<file path="src/rtl/ama_riscv_reg_file_mp.sv">
`timescale 1ns/1ps
`default_nettype none
// ============================================================================
// Module   : ama_riscv_reg_file_mp
// Brief    : Multi-port integer register file with pending-write scoreboard
//            and optional same-cycle write-to-read bypass.
// Revision : 1.0 - initial release
// ============================================================================
module ama_riscv_reg_file_mp #(
   parameter int XLEN   = 32,
   parameter int NREGS  = 32,
   parameter int NUM_RD = 4,
   parameter int NUM_WR = 2,
   parameter int BYPASS = 1
) (
   input  logic                        clk,
   input  logic                        rst_n,
   input  logic [NUM_RD*$clog2(NREGS)-1:0] rd_addr,
   output logic [NUM_RD*XLEN-1:0]      rd_data,
   output logic [NUM_RD-1:0]           rd_busy,
   input  logic [NUM_WR-1:0]           we,
   input  logic [NUM_WR*$clog2(NREGS)-1:0] wr_addr,
   input  logic [NUM_WR*XLEN-1:0]      wr_data,
   input  logic                        iss_valid,
   input  logic [$clog2(NREGS)-1:0]    iss_addr,
   input  logic                        flush
);

   localparam int AW = $clog2(NREGS);

   logic [XLEN-1:0]  rf_q [1:NREGS-1];
   logic [XLEN-1:0]  rf_d [1:NREGS-1];
   logic [NREGS-1:1] busy_q;
   logic [NREGS-1:1] busy_d;

   // Ascending port order lets the highest-index port win a write conflict;
   // the issue set follows the write clear so the younger producer wins.
   always_comb begin
      for (int r = 1; r < NREGS; r++) begin
         rf_d[r] = rf_q[r];
      end
      busy_d = busy_q;
      for (int p = 0; p < NUM_WR; p++) begin
         if (we[p] && (wr_addr[p*AW +: AW] != '0)) begin
            rf_d[wr_addr[p*AW +: AW]]   = wr_data[p*XLEN +: XLEN];
            busy_d[wr_addr[p*AW +: AW]] = 1'b0;
         end
      end
      if (iss_valid && (iss_addr != '0)) begin
         busy_d[iss_addr] = 1'b1;
      end
      if (flush) begin
         busy_d = '0;
      end
   end

   always_ff @(posedge clk or negedge rst_n) begin
      if (!rst_n) begin
         for (int r = 1; r < NREGS; r++) begin
            rf_q[r] <= '0;
         end
         busy_q <= '0;
      end else begin
         for (int r = 1; r < NREGS; r++) begin
            rf_q[r] <= rf_d[r];
         end
         busy_q <= busy_d;
      end
   end

   generate
      for (genvar i = 0; i < NUM_RD; i++) begin : g_rd
         logic [AW-1:0]   w_ra;
         logic            w_hit;
         logic [XLEN-1:0] w_fwd;
         logic [XLEN-1:0] w_data;
         logic            w_busy;

         assign w_ra = rd_addr[i*AW +: AW];

         always_comb begin
            w_hit  = 1'b0;
            w_fwd  = '0;
            w_data = '0;
            w_busy = 1'b0;
            for (int p = 0; p < NUM_WR; p++) begin
               if (we[p] && (wr_addr[p*AW +: AW] == w_ra)) begin
                  w_hit = 1'b1;
                  w_fwd = wr_data[p*XLEN +: XLEN];
               end
            end
            // Gating on rst_n keeps bypassed write data off the outputs in reset.
            if (!rst_n || (w_ra == '0)) begin
               w_data = '0;
               w_busy = 1'b0;
            end else if ((BYPASS != 0) && w_hit) begin
               w_data = w_fwd;
               w_busy = 1'b0;
            end else begin
               w_data = rf_q[w_ra];
               w_busy = busy_q[w_ra];
            end
         end

         assign rd_data[i*XLEN +: XLEN] = w_data;
         assign rd_busy[i]              = w_busy;
      end
   endgenerate

endmodule
`default_nettype wire

</file>
<file path="config.mk">
export PLATFORM = sky130hd
export DESIGN_NAME = ama_riscv_reg_file_mp
export DESIGN_NICKNAME = d
export VERILOG_FILES = /design/src/rtl/ama_riscv_reg_file_mp.sv
export SDC_FILE = /design/constraint.sdc
export NUM_CORES = 2
export LEC_CHECK = 0
export CAP_MARGIN = 5
export CORE_ASPECT_RATIO = 1.2
export CORE_MARGIN = 5
export CORE_UTILIZATION = 45
export CTS_CLUSTER_SIZE = 24
export DETAILED_ROUTE_END_ITERATION = 12
export GPL_ROUTABILITY_DRIVEN = 1
export PLACE_DENSITY = 0.71
export SYNTH_ARGS = -nofsm -noshare
export SYNTH_HDL_FRONTEND = slang
export SYNTH_SLANG_ARGS = --single-unit
</file>
<file path="constraint.sdc">
create_clock -name clk -period 2.34 [get_ports clk]
set_input_delay 0.234 -clock clk [delete_from_list [all_inputs] [get_ports clk]]
set_output_delay 0.234 -clock clk [all_outputs]
set_load 0.02 [all_outputs]
</file>
==> summary.txt <==
CTS
  • Total clock sinks: around 1000
  • CTS tree: done
  • Worst-Skew Late Latency: around 0.81 ns
  • CTS Hold Buffers Added: 9
  • CTS H-tree lvls: 3
  • Reg clk slew, reported paths: ~0.07 ns
  • Clock buffer depth: 3
  • CTS buffer count: between 100 and 150
  • Clock tree root buffer cell: clkbuf_16

Timing
  • Minimum clock period: between 3 and 4 ns
  • Final WS setup: -1.050 ns
  • Final period utilization: 144.9%
  • Final number of max-transition violations: 0
  • RSZ-0062 raised after global routing: yes
  • Least-Margin Pin Slew: 1.337 ns
  • Max Fclk: approximately 300 MHz
  • Final setup fails: between 150 and 200
  • Max-slew headroom: between 10% and 20%
  • TNS Setup: -94.88 ns
  • Final Hold Viols: 91
  • Clk_skew: 0 ns
  • WHS: -0.1082 ns

Synth
  • Synthesized area: around 85000 um^2
  • Post-synth top area cell: dfrtp_1
  • Mux share of post-synthesis cell area: 35.63%
  • Post-synthesis average cell area: ~10 um^2
  • Post-synth EDFFs: 0
  • Post-synthesis register bit count: 1023
  • Largest family of logic cells by synthesized area: multiplexers
  • Post-synthesis simple-gate area fraction: about a tenth
  • Yosys warns: 0
  • Synth area leaders: dfrtp_1, mux2i_1, mux4_2
  • Post-synth top flop: dfrtp_1
  • Cells after Synth: between 8000 and 9000
  • Top-area cell type share of the netlist area: 30.17%
  • Library cells used by synthesis: between 70 and 80
  • Synth async-reset ratio: 100.0%
  • Synth Area in XOR/XNOR: 0.4129%
  • Count leader, synth: mux2i_1
  • Compound-Gate Fraction of Synth Area: between 10% and 20%
  • Post-synth top cells: mux2i_1, dfrtp_1, nor2_1, a21oi_1, clkbuf_1
  • Post-synthesis sequential area ratio: a little under a third
  • Post-synthesis adder-cell area fraction: 0%
  • Post-Syn Nets: between 8000 and 9000

Critical path
  • Worst path required time: between 2 and 2.5 ns
  • Worst-path maximum fanout: 2
  • Crit path to: rd_data[97]
  • Crit start category: register
  • Crit path cell chain: mux4_2, o22ai_4, nor4_4, nand3b_1, a221o_1, buf_12, buf_12
  • Bufs and invs on worst path: 2
  • Reg2reg setup slack: roughly 1.2 ns
  • Cell repeated most along the worst path: buf_12
  • R2R depth: 5
  • Max incr delay on CP: 0.49 ns
  • RR Endpoint: rf_q[783]
  • Cell family with most CP delay: compound AO/OA/AOI/OAI gates
  • Reg-to-reg startpoint: rf_q[783]
  • Crit path kind: register to output port
  • Critical Path Stages: 7
  • Slowest-stage cell, CP: mux4_2
  • Crit path from: rf_q[545]
  • Worst setup EP type: output port
  • CP arrival: around 3.2 ns

Pwr
  • Peak VDD IR: roughly 700 uV
  • Leak: 50.94 nW
  • Pwr dens: about 750 nW/um^2

GRT
  • First-pass GRT wire length: roughly 740000 um
  • Initial antenna violation count: 44
  • Total grt overflow: 0
  • Vias in the first global route: approximately 93000
  • Total track usage: between 50% and 60%
  • Largest net degree at the start of global routing: 166

Place
  • IO Port Bufs: ~240
  • Placer's final routability congestion estimate: 1.124
  • Post-DP Area: about 110000 um^2
  • DP HPWL: roughly 380000 um

Die
  • Chip height: approximately 490 um
  • Die Wd: 406.4 um
  • # rows: between 150 and 200
  • Die ar.: ~200000 um^2
  • I/O pins: between 200 and 250
  • Core Region: 187400 um^2
  • Starting density of the core: 45.27%

Layout
  • Fillers: roughly 15000
  • Area grow syn2layout: 40.27%
  • Finished Core Util: 63.50%
  • Final #Nets: between 10000 and 15000
  • Fraction of layout cells with a size suffix above 1: roughly 42%
  • Final Cell Area: between 100000 and 150000 um^2

Run status
  • Status: complete, but fails checks
  • Violated checks: negative hold slack, negative setup slack

Detailed routing
  • Antenna Nets Post-Route: 0
  • Vias per cell: ~7.6
  • Drt pass-1 iters: 8
  • Initial detailed-routing violation count: roughly 17000
  • Remaining DRCs: 0
  • Drt total wl: around 550000 um
  • DR WL/cell: around 43 um
  • Total number of vias: approximately 97000

Min path
  • Hold Crit Class: input pin to asynchronous set/reset pin

Flow run
  • Number of max-cap violations: 0
## logic make-up (layout without fill, tap and decap cells)
kind of cell,after synthesis,count (layout)
muxes,2304,2304
AOI/OAI and AO/OA,2286,2286
and+or+nand+nor,1794,1794
buffers and inverters,1169,2837
DFF,1023,1023
xor gates and xnor gates,40,40
other,0,42
## tightest hold or removal path, stage by stage
cell and delay [ns]:
buf_8 0.21, buf_4 0.19, buf_12 0.55
## cell type report
class                      instances  area [um^2]  share of cell area (%)
antenna                           42        105.1                 0.08830
sequential                      1023        25630                   21.53
clock inverter                    59        720.7                  0.6055
inverter                          27        101.3                 0.08515
timing repair buffer            2581        26360                   22.15
multi-input combinational       6424        59530                   50.02
clock buffer                     170         3492                   2.934
tap                             2464         3083                   2.590
## report_power, final
group	switching, mW	internal [mW]	total [mW]
clock	9.20	11.7	20.9
sequential	4.54	22.3	26.8
combinational	20.1	21.0	41.2
total	33.9	55.0	88.9
## routing by layer
| layer | global-route usage, % | vias up | share of wire, % |
|---|---|---|---|
| met4 | 43.27 | 22 | 11 |
| met1 | 62.99 | 46790 | 33 |
| met3 | 28.71 | 3411 | 17 |
| met2 | 71.09 | 10400 | 39 |
| met5 | 0.6335 | - | 0.080 |
| li1 | - | 36280 | - |
## registers in the layout, summed over array words and instances (netlist names)
signal	cells
rf_q	992
busy_q	31
## per-stage QoR
step | hold WS [ns] | cells | worst slack [ns] | power (mW)
finish | -0.1082 | 12790 | -1.050 | 88.92
global route | -0.07255 | 12760 | -1.059 | 90.90
CTS | -0.1093 | 12680 | -1.008 | 85.06
detailed placement | 0.3240 | 12220 | -1.487 | 60.46
global placement | 0.3252 | 12220 | -1.933 | 59.52
floorplan | -0.06159 | 8616 | -0.1978 | 44.11
## worst min-delay path by stage
stage | end | cells after the start | startpoint
2_1_floorplan | busy_q[10] | 0 | rst_n
3_3_place_gp | rf_q[912] | 2 | rst_n
3_5_place_dp | rf_q[944] | 2 | rst_n
4_1_cts | rf_q[945] | 3 | rst_n
5_1_grt | rf_q[977] | 3 | rst_n
6_report | rf_q[977] | 3 | rst_n
## cells in the final DEF, fill, tap and decap left out, types with 35 or more instances in the layout
| master | synthesis | layout |
|---|---|---|
| buf_4 | 73 | 1712 |
| mux2i_1 | 1389 | 1375 |
| dfrtp_1 | 1023 | 1000 |
| nor2_1 | 812 | 788 |
| a21oi_1 | 710 | 701 |
| mux4_2 | 535 | 535 |
| nand2_1 | 468 | 425 |
| buf_12 | 5 | 421 |
| mux2_2 | 379 | 359 |
| buf_6 | 17 | 326 |
| o21ai_0 | 328 | 319 |
| a32oi_1 | 271 | 271 |
| a22oi_1 | 264 | 220 |
| o22ai_1 | 212 | 167 |
| clkbuf_16 | 0 | 122 |
| a221o_1 | 97 | 96 |
| a221oi_2 | 23 | 85 |
| clkdlybuf4s50_1 | 0 | 74 |
| a221oi_1 | 151 | 64 |
| nor3_1 | 118 | 63 |
| nand3b_1 | 44 | 44 |
| a22oi_2 | 0 | 44 |
| and2_1 | 82 | 43 |
| diode_2 | 0 | 42 |
| nand3_1 | 47 | 40 |
| a2111oi_4 | 0 | 39 |
| o21ai_1 | 35 | 38 |
| nor3_2 | 10 | 36 |
| and2_4 | 0 | 35 |
## what timing repair did
item	4_1_cts	5_1_grt
setup endpoints to repair	132	132
cloned	4	1
pin swaps	340	252
gates resized for setup	1019	304
buffers inserted	291	87
hold endpoints to repair	261	125
Power figures use the tool's default switching activity.
